===== src/rtl/note_lane_tracker_if.sv =====
// Bus between the note sequencer, key decoder, renderer and the note lane tracker.
// The master side drives spawns, hits, frame ticks and read selects; the slave responds.
interface note_lane_tracker_if #(
  parameter int unsigned KEY_W  = 3,
  parameter int unsigned X_W    = 11,
  parameter int unsigned Y_W    = 10,
  parameter int unsigned SLOT_W = 3
);
  logic              frame_tick;
  logic              spawn_valid;
  logic [KEY_W-1:0]  spawn_key;
  logic              spawn_ready;
  logic              hit_valid;
  logic [KEY_W-1:0]  hit_key;
  logic              hit_pulse;
  logic              hit_miss_pulse;
  logic [SLOT_W:0]   miss_count;
  logic [15:0]       score;
  logic [SLOT_W-1:0] rd_slot;
  logic              rd_valid;
  logic [X_W-1:0]    rd_x;
  logic [Y_W-1:0]    rd_y;

  modport master (
    output frame_tick, spawn_valid, spawn_key, hit_valid, hit_key, rd_slot,
    input  spawn_ready, hit_pulse, hit_miss_pulse, miss_count, score, rd_valid, rd_x, rd_y
  );

  modport slave (
    input  frame_tick, spawn_valid, spawn_key, hit_valid, hit_key, rd_slot,
    output spawn_ready, hit_pulse, hit_miss_pulse, miss_count, score, rd_valid, rd_x, rd_y
  );
endinterface


===== src/rtl/note_lane_tracker.sv =====
// Falling-note tracker: maps keys to lane y, advances notes per frame, judges hits against
// the hit window, retires passed notes and keeps a saturating score.
module note_lane_tracker #(
  parameter int unsigned NUM_KEYS  = 8,
  parameter int unsigned KEY_W     = 3,
  parameter int unsigned Y_W       = 10,
  parameter int unsigned Y_BASE    = 485,
  parameter int unsigned Y_STEP    = 25,
  parameter int unsigned Y_DEFAULT = 500,
  parameter int unsigned X_W       = 11,
  parameter int unsigned X_START   = 1024,
  parameter int unsigned SPEED     = 4,
  parameter int unsigned HIT_X     = 100,
  parameter int unsigned HIT_WIN   = 16,
  parameter int unsigned SLOTS     = 8,
  parameter int unsigned SLOT_W    = 3
) (
  input logic            clk_in,
  input logic            rst_in,
  note_lane_tracker_if.slave bus
);

  function automatic logic [Y_W-1:0] lane_y(input logic [KEY_W-1:0] key);
    if (32'(key) >= NUM_KEYS) return Y_W'(Y_DEFAULT);
    return Y_W'(Y_BASE - 32'(key) * Y_STEP);
  endfunction

  // Distance to the hit line taken in whichever direction avoids unsigned wrap.
  function automatic logic in_window(input logic [X_W-1:0] x);
    int unsigned xv;
    xv = 32'(x);
    if (xv >= HIT_X) return (xv - HIT_X) <= HIT_WIN;
    return (HIT_X - xv) <= HIT_WIN;
  endfunction

  logic [SLOTS-1:0] active_q, active_d;
  logic [X_W-1:0]   x_q [SLOTS];
  logic [X_W-1:0]   x_d [SLOTS];
  logic [Y_W-1:0]   y_q [SLOTS];
  logic [Y_W-1:0]   y_d [SLOTS];

  logic              hit_pulse_q, hit_miss_pulse_q;
  logic [SLOT_W:0]   miss_count_q, retire_cnt;
  logic [15:0]       score_q;
  logic              rd_valid_q;
  logic [X_W-1:0]    rd_x_q;
  logic [Y_W-1:0]    rd_y_q;

  logic              free_found, win_found;
  logic [SLOT_W-1:0] free_idx, win_idx;
  logic [X_W-1:0]    win_x;
  logic [Y_W-1:0]    hit_lane, spawn_lane;
  logic              spawn_fire, hit_fire;

  assign bus.spawn_ready    = ~&active_q;
  assign bus.hit_pulse      = hit_pulse_q;
  assign bus.hit_miss_pulse = hit_miss_pulse_q;
  assign bus.miss_count     = miss_count_q;
  assign bus.score          = score_q;
  assign bus.rd_valid       = rd_valid_q;
  assign bus.rd_x           = rd_x_q;
  assign bus.rd_y           = rd_y_q;

  always_comb begin
    free_found = 1'b0;
    free_idx   = '0;
    for (int unsigned i = 0; i < SLOTS; i++) begin
      if (!active_q[i] && !free_found) begin
        free_found = 1'b1;
        free_idx   = SLOT_W'(i);
      end
    end
  end

  // Strict less-than while scanning upward keeps the lowest index on equal x.
  always_comb begin
    hit_lane  = lane_y(bus.hit_key);
    win_found = 1'b0;
    win_idx   = '0;
    win_x     = '0;
    for (int unsigned i = 0; i < SLOTS; i++) begin
      if (active_q[i] && (y_q[i] == hit_lane) && in_window(x_q[i]) &&
          (!win_found || (x_q[i] < win_x))) begin
        win_found = 1'b1;
        win_idx   = SLOT_W'(i);
        win_x     = x_q[i];
      end
    end
  end

  always_comb begin
    spawn_lane = lane_y(bus.spawn_key);
    spawn_fire = bus.spawn_valid & bus.spawn_ready;
    hit_fire   = bus.hit_valid & win_found;
    active_d   = active_q;
    x_d        = x_q;
    y_d        = y_q;
    retire_cnt = '0;
    for (int unsigned i = 0; i < SLOTS; i++) begin
      if (hit_fire && (win_idx == SLOT_W'(i))) begin
        active_d[i] = 1'b0;
        x_d[i]      = '0;
        y_d[i]      = '0;
      end else if (bus.frame_tick && active_q[i]) begin
        if (32'(x_q[i]) >= SPEED) begin
          x_d[i] = x_q[i] - X_W'(SPEED);
        end else begin
          active_d[i] = 1'b0;
          x_d[i]      = '0;
          y_d[i]      = '0;
          retire_cnt  = retire_cnt + {{SLOT_W{1'b0}}, 1'b1};
        end
      end
    end
    // The free slot comes from registered state, so it was inactive and is never ticked.
    if (spawn_fire) begin
      active_d[free_idx] = 1'b1;
      x_d[free_idx]      = X_W'(X_START);
      y_d[free_idx]      = spawn_lane;
    end
  end

  always_ff @(posedge clk_in or posedge rst_in) begin
    if (rst_in) begin
      active_q <= '0;
      for (int unsigned i = 0; i < SLOTS; i++) begin
        x_q[i] <= '0;
        y_q[i] <= '0;
      end
      hit_pulse_q      <= 1'b0;
      hit_miss_pulse_q <= 1'b0;
      miss_count_q     <= '0;
      score_q          <= '0;
      rd_valid_q       <= 1'b0;
      rd_x_q           <= '0;
      rd_y_q           <= '0;
    end else begin
      active_q         <= active_d;
      x_q              <= x_d;
      y_q              <= y_d;
      hit_pulse_q      <= hit_fire;
      hit_miss_pulse_q <= bus.hit_valid & ~win_found;
      miss_count_q     <= retire_cnt;
      if (hit_fire && (score_q != 16'hFFFF)) score_q <= score_q + 16'd1;
      rd_valid_q       <= active_q[bus.rd_slot];
      rd_x_q           <= active_q[bus.rd_slot] ? x_q[bus.rd_slot] : '0;
      rd_y_q           <= active_q[bus.rd_slot] ? y_q[bus.rd_slot] : '0;
    end
  end

endmodule


===== src/flat_wrapper.sv =====
// flat-port wrapper written by rule: the top's interface ports become plain ports
module note_lane_tracker_flat 
#(
  parameter int unsigned NUM_KEYS  = 8,
  parameter int unsigned KEY_W     = 3,
  parameter int unsigned Y_W       = 10,
  parameter int unsigned Y_BASE    = 485,
  parameter int unsigned Y_STEP    = 25,
  parameter int unsigned Y_DEFAULT = 500,
  parameter int unsigned X_W       = 11,
  parameter int unsigned X_START   = 1024,
  parameter int unsigned SPEED     = 4,
  parameter int unsigned HIT_X     = 100,
  parameter int unsigned HIT_WIN   = 16,
  parameter int unsigned SLOTS     = 8,
  parameter int unsigned SLOT_W    = 3
)
  (clk_in, rst_in, bus_frame_tick, bus_spawn_valid, bus_spawn_key, bus_hit_valid, bus_hit_key, bus_rd_slot, bus_spawn_ready, bus_hit_pulse, bus_hit_miss_pulse, bus_miss_count, bus_score, bus_rd_valid, bus_rd_x, bus_rd_y);
  note_lane_tracker_if #(.KEY_W(KEY_W), .X_W(X_W), .Y_W(Y_W), .SLOT_W(SLOT_W)) bus_i ();
  input logic clk_in;
  input logic rst_in;
  input wire logic [$bits(bus_i.frame_tick)-1:0] bus_frame_tick;
  input wire logic [$bits(bus_i.spawn_valid)-1:0] bus_spawn_valid;
  input wire logic [$bits(bus_i.spawn_key)-1:0] bus_spawn_key;
  input wire logic [$bits(bus_i.hit_valid)-1:0] bus_hit_valid;
  input wire logic [$bits(bus_i.hit_key)-1:0] bus_hit_key;
  input wire logic [$bits(bus_i.rd_slot)-1:0] bus_rd_slot;
  output wire logic [$bits(bus_i.spawn_ready)-1:0] bus_spawn_ready;
  output wire logic [$bits(bus_i.hit_pulse)-1:0] bus_hit_pulse;
  output wire logic [$bits(bus_i.hit_miss_pulse)-1:0] bus_hit_miss_pulse;
  output wire logic [$bits(bus_i.miss_count)-1:0] bus_miss_count;
  output wire logic [$bits(bus_i.score)-1:0] bus_score;
  output wire logic [$bits(bus_i.rd_valid)-1:0] bus_rd_valid;
  output wire logic [$bits(bus_i.rd_x)-1:0] bus_rd_x;
  output wire logic [$bits(bus_i.rd_y)-1:0] bus_rd_y;
  assign bus_i.frame_tick = bus_frame_tick;
  assign bus_i.spawn_valid = bus_spawn_valid;
  assign bus_i.spawn_key = bus_spawn_key;
  assign bus_i.hit_valid = bus_hit_valid;
  assign bus_i.hit_key = bus_hit_key;
  assign bus_i.rd_slot = bus_rd_slot;
  assign bus_spawn_ready = bus_i.spawn_ready;
  assign bus_hit_pulse = bus_i.hit_pulse;
  assign bus_hit_miss_pulse = bus_i.hit_miss_pulse;
  assign bus_miss_count = bus_i.miss_count;
  assign bus_score = bus_i.score;
  assign bus_rd_valid = bus_i.rd_valid;
  assign bus_rd_x = bus_i.rd_x;
  assign bus_rd_y = bus_i.rd_y;
  note_lane_tracker #(.NUM_KEYS(NUM_KEYS), .KEY_W(KEY_W), .Y_W(Y_W), .Y_BASE(Y_BASE), .Y_STEP(Y_STEP), .Y_DEFAULT(Y_DEFAULT), .X_W(X_W), .X_START(X_START), .SPEED(SPEED), .HIT_X(HIT_X), .HIT_WIN(HIT_WIN), .SLOTS(SLOTS), .SLOT_W(SLOT_W)) u_core (.clk_in(clk_in), .rst_in(rst_in), .bus(bus_i));
endmodule

===== config.mk =====
export PLATFORM = sky130hd
export DESIGN_NAME = note_lane_tracker_flat
export DESIGN_NICKNAME = d
export VERILOG_FILES = /design/src/rtl/note_lane_tracker_if.sv /design/src/rtl/note_lane_tracker.sv /design/src/flat_wrapper.sv
export SDC_FILE = /design/constraint.sdc
export NUM_CORES = 1
export LEC_CHECK = 0
export ABC_AREA = 1
export CORE_ASPECT_RATIO = 1.2
export CORE_MARGIN = 4
export CORE_UTILIZATION = 55
export CTS_CLUSTER_DIAMETER = 100
export CTS_CLUSTER_SIZE = 30
export DETAILED_ROUTE_END_ITERATION = 8
export PLACE_DENSITY = 0.73
export SYNTH_ARGS = -nofsm -noshare
export SYNTH_HDL_FRONTEND = slang
export SYNTH_SLANG_ARGS = --single-unit

===== constraint.sdc =====
create_clock -name clk_in -period 33.8 [get_ports clk_in]
set_input_delay 5.07 -clock clk_in [delete_from_list [all_inputs] [get_ports clk_in]]
set_output_delay 5.07 -clock clk_in [all_outputs]
set_load 0.1 [all_outputs]

==> run_summary.xml <==
<?xml version="1.0" encoding="UTF-8"?>
<metrics>
  <group name="worst_setup_path">
    <metric name="cp_top_family" unit="">compound AO/OA/AOI/OAI gates</metric>
    <metric name="worst_path_most_repeated_cell" unit="">sky130_fd_sc_hd__nand2_1</metric>
    <metric name="critical_path_arrival" unit="ps">23390</metric>
    <metric name="critical_path_peak_fanout" unit="">17</metric>
    <metric name="max_stage_delay" unit="ps">800</metric>
    <metric name="timing.critical_path.to_type" unit="">register</metric>
    <metric name="worst-path-buf-inv" unit="">8</metric>
    <metric name="path_class" unit="">in2reg</metric>
    <metric name="cp_data_required_time" unit="ps">34200</metric>
    <metric name="timing.critical_path.slowest_stage_cell" unit="">sky130_fd_sc_hd__clkdlybuf4s50_1</metric>
    <metric name="crit_path_start_kind" unit="">input port</metric>
  </group>
  <group name="job">
    <metric name="cap_violations" unit="">0</metric>
  </group>
  <group name="layout">
    <metric name="postLayoutCellArea" unit="mm^2">0.0193</metric>
    <metric name="area_growth" unit="%">7.50</metric>
    <metric name="seq_area" unit="mm^2">0.00551</metric>
    <metric name="fin_nets" unit="">2733</metric>
    <metric name="multi_input_comb_area" unit="mm^2">0.0108</metric>
    <metric name="finalCoreUtilization" unit="%">59.9</metric>
    <metric name="fill_cells" unit="">3084</metric>
    <metric name="final_layout_size_suffix_gt1_share" unit="%">6.19</metric>
    <metric name="final_common_cell" unit="">sky130_fd_sc_hd__nand2_1</metric>
    <metric name="final-instance-count-excl-fill" unit="">3009</metric>
    <metric name="most-common-layout-cells" unit="">sky130_fd_sc_hd__nand2_1, sky130_fd_sc_hd__inv_1, sky130_fd_sc_hd__nor2_1</metric>
  </group>
  <group name="timing">
    <metric name="fin_skew" unit="ps">30.1</metric>
    <metric name="timing.final.crit_period" unit="ps">22990</metric>
    <metric name="final_hold_viol_count" unit="">0</metric>
    <metric name="worstMarginPinSlew" unit="ps">1220</metric>
    <metric name="period_share" unit="%">68.0</metric>
    <metric name="tns" unit="ps">0</metric>
    <metric name="fmaxAchievable" unit="MHz">43.5</metric>
    <metric name="grt_setup_unrepaired" unit="">false</metric>
    <metric name="holdWs" unit="ps">513</metric>
    <metric name="finalSetupViolCount" unit="">0</metric>
    <metric name="slew_headroom" unit="%">18.7</metric>
    <metric name="timing.final.max_slew_violations" unit="">0</metric>
  </group>
  <group name="grt">
    <metric name="grt_util_met1" unit="%">43.4</metric>
    <metric name="grt_use_met2" unit="%">57.8</metric>
    <metric name="globalRoute.busiestLayer" unit="">met2</metric>
    <metric name="grt_antenna_before_repair" unit="">2</metric>
    <metric name="global_route_met3_utilization" unit="%">3.90</metric>
    <metric name="global_route_usage_over_all_layers" unit="%">34.1</metric>
    <metric name="grt_pass1_wl" unit="um">96500</metric>
    <metric name="grt_max_degree" unit="">105</metric>
    <metric name="globalRouteOverflowTotal" unit="">0</metric>
    <metric name="first_global_vias" unit="">17400</metric>
  </group>
  <group name="floorplanning">
    <metric name="floorplan.die_area" unit="mm^2">0.0355</metric>
    <metric name="floorplan.rows" unit="">72</metric>
    <metric name="fp.coreArea" unit="mm^2">0.0322</metric>
    <metric name="die_h" unit="um">206</metric>
    <metric name="design.portCount" unit="">59</metric>
    <metric name="die_width" unit="um">173</metric>
    <metric name="starting_density" unit="%">55.7</metric>
  </group>
  <group name="placement">
    <metric name="place_hpwl" unit="um">47800</metric>
    <metric name="place.port_buffers" unit="">58</metric>
    <metric name="dpl.cell_count" unit="">2990</metric>
    <metric name="finalWeightedCongestion" unit="">0.982</metric>
    <metric name="dpl_cell_area" unit="mm^2">0.0189</metric>
  </group>
  <group name="clock_tree">
    <metric name="htree_levels" unit="">1</metric>
    <metric name="cts-root-buf" unit="">sky130_fd_sc_hd__clkbuf_16</metric>
    <metric name="holdBufCountCts" unit="">0</metric>
    <metric name="clock_tree_from_tritoncts" unit="">yes</metric>
    <metric name="clk_pin_slew" unit="ps">110</metric>
    <metric name="tritoncts_num_sinks" unit="">220</metric>
    <metric name="cts-resized-gates" unit="">0</metric>
    <metric name="cts-root-to-sink-buffers" unit="">3</metric>
    <metric name="postCtsSetupRepairBufs" unit="">0</metric>
    <metric name="worst_skew_pair.late_latency" unit="ps">510</metric>
    <metric name="numCtsBuffers" unit="">13</metric>
  </group>
  <group name="synthesis">
    <metric name="synth_ff_type" unit="">sky130_fd_sc_hd__dfrtp_1</metric>
    <metric name="ys_seq_area_share" unit="%">30.7</metric>
    <metric name="synth_cells" unit="">2578</metric>
    <metric name="synth_area_per_cell" unit="um^2">6.95</metric>
    <metric name="async_set_or_reset_register_ratio_after_synthesis" unit="%">100</metric>
    <metric name="yosysUniqueCellTypes" unit="">62</metric>
    <metric name="syn_area" unit="mm^2">0.0179</metric>
    <metric name="synth_edf_count" unit="">0</metric>
    <metric name="ys.warnings.count" unit="">0</metric>
    <metric name="synth_seq_cells" unit="">220</metric>
  </group>
  <group name="power_and_ir_drop">
    <metric name="pwr_density_cell" unit="mW/mm^2">80.6</metric>
    <metric name="leakage" unit="uW">0.00936</metric>
    <metric name="max_ir_drop_vdd" unit="V">0.0000573</metric>
  </group>
  <group name="route">
    <metric name="route.detailed.drc" unit="">0</metric>
    <metric name="totalWireLength" unit="um">62000</metric>
    <metric name="average_detailed_routed_wire_length_per_instance" unit="um">20.6</metric>
    <metric name="detailroute.via_count" unit="">18400</metric>
    <metric name="drtAntennaViolNets" unit="">0</metric>
    <metric name="drtPass1Iterations" unit="">6</metric>
    <metric name="route.detailed.vias_per_inst" unit="">6.10</metric>
    <metric name="drt_iter0_drc" unit="">1749</metric>
  </group>
  <group name="status">
    <metric name="status" unit="">complete, no violations</metric>
  </group>
  <group name="hold_path">
    <metric name="worst_hold_path_type" unit="">reg2reg</metric>
  </group>
</metrics>
==> sequential cells by signal (all words and copies together), names as in the netlist <==
signal                     flops
u_core.bus.hit_pulse           1
u_core.y_q                    80
u_core.bus.miss_count          4
u_core.bus.rd_valid            1
u_core.bus.score              16
u_core.x_q                    88
u_core.bus.rd_y               10
u_core.active_q                8
u_core.bus.rd_x               11
u_core.bus.hit_miss_pulse      1
==> Yosys cell counts, drive strengths merged, types with 2 or more instances <==
library cell,count,share of area [%]
a2111oi,7,0.34
a211oi,20,0.84
a21boi,2,0.084
a21o,2,0.091
a21oi,203,5.7
a22oi,3,0.13
a311oi,3,0.15
a31o,2,0.098
a31oi,10,0.35
and3,8,0.29
buf,18,0.54
clkbuf,70,1.5
clkinv,4,0.084
dfrtp,220,31
fa,2,0.22
ha,119,8.3
inv,361,7.6
nand2,490,11
nand3,136,4.0
nand3b,11,0.46
nand4,43,1.5
nor2,297,6.4
nor3,56,1.6
nor3b,5,0.21
nor4,32,1.2
o2111ai,6,0.29
o211ai,9,0.38
o21ai,225,6.3
o21bai,5,0.23
o221a,5,0.31
o221ai,4,0.20
o22ai,62,2.2
o311ai,2,0.098
o31ai,8,0.34
o41ai,3,0.15
or2,26,0.91
xnor2,21,1.0
xor2,72,3.5
==> worst register-to-register path, delay by kind of cell (launching register included) <==
family / cells / cell delay (ps)
compound gates: 29 / 6210
simple gates: 49 / 5120
fa+ha+maj: 14 / 4080
buf+inv: 6 / 690
flops: 1 / 500
xor+xnor: 1 / 140
==> metrics by stage <==
stage	power [uW]	worst slack, ps
6_report	1550	10810
5_1_grt	1670	9080
4_1_cts	1530	10960
3_5_place_dp	1350	10530
3_3_place_gp	1330	11290
2_1_floorplan	1100	13090
==> routing by layer <==
layer	share of wire, %	wire length (um)
met5	0	0
met2	47	28900
met4	6.0	3720
met1	40	24800
met3	7.4	4570
==> cell families (layout without fill, tap and decap cells) <==
family                   count (synthesis)  in the layout  share of synthesized area, %
other                                    1             22                        0.0209
flip-flops                             220            220                          30.7
AO/OA/AOI/OAI                          583            583                          18.3
AND/OR/NAND/NOR                       1107           1107                          28.2
adder cells (fa/ha/maj)                121            121                          8.53
buffers and inverters                  453            456                          9.66
XOR/XNOR                                93             93                          4.55
==> final timing paths <==
path                                     start                        to  slack (ps)  cells past startpoint
min in group asynchronous               rst_in            u_core.x_q[29]        5110                      2
min reg2reg                u_core.bus.score[5]       u_core.bus.score[5]         510                      1
max reg2reg                     u_core.x_q[79]  u_core.bus.miss_count[2]       16980                     99
max in group asynchronous               rst_in            u_core.x_q[87]       26570                      4
max                             bus_hit_key[1]  u_core.bus.miss_count[2]       10810                    103
min                        u_core.bus.score[5]       u_core.bus.score[5]         510                      1
==> power by group <==
group | internal, uW | switching [uW] | total (uW)
Combinational | 276 | 587 | 863
Sequential | 365 | 143 | 507
Clock | 80.8 | 101 | 181
==> cell type report <==
type	count	share of cell area, %
multi-input cells	1925	56.0
repair buffers	73	3.55
clock inverters	4	0.357
flip-flops and latches	220	28.6
diodes	1	0.0130
well taps	407	2.64
inverters	365	7.15
clock buffers	14	1.71
Power figures use the tool's default switching activity.
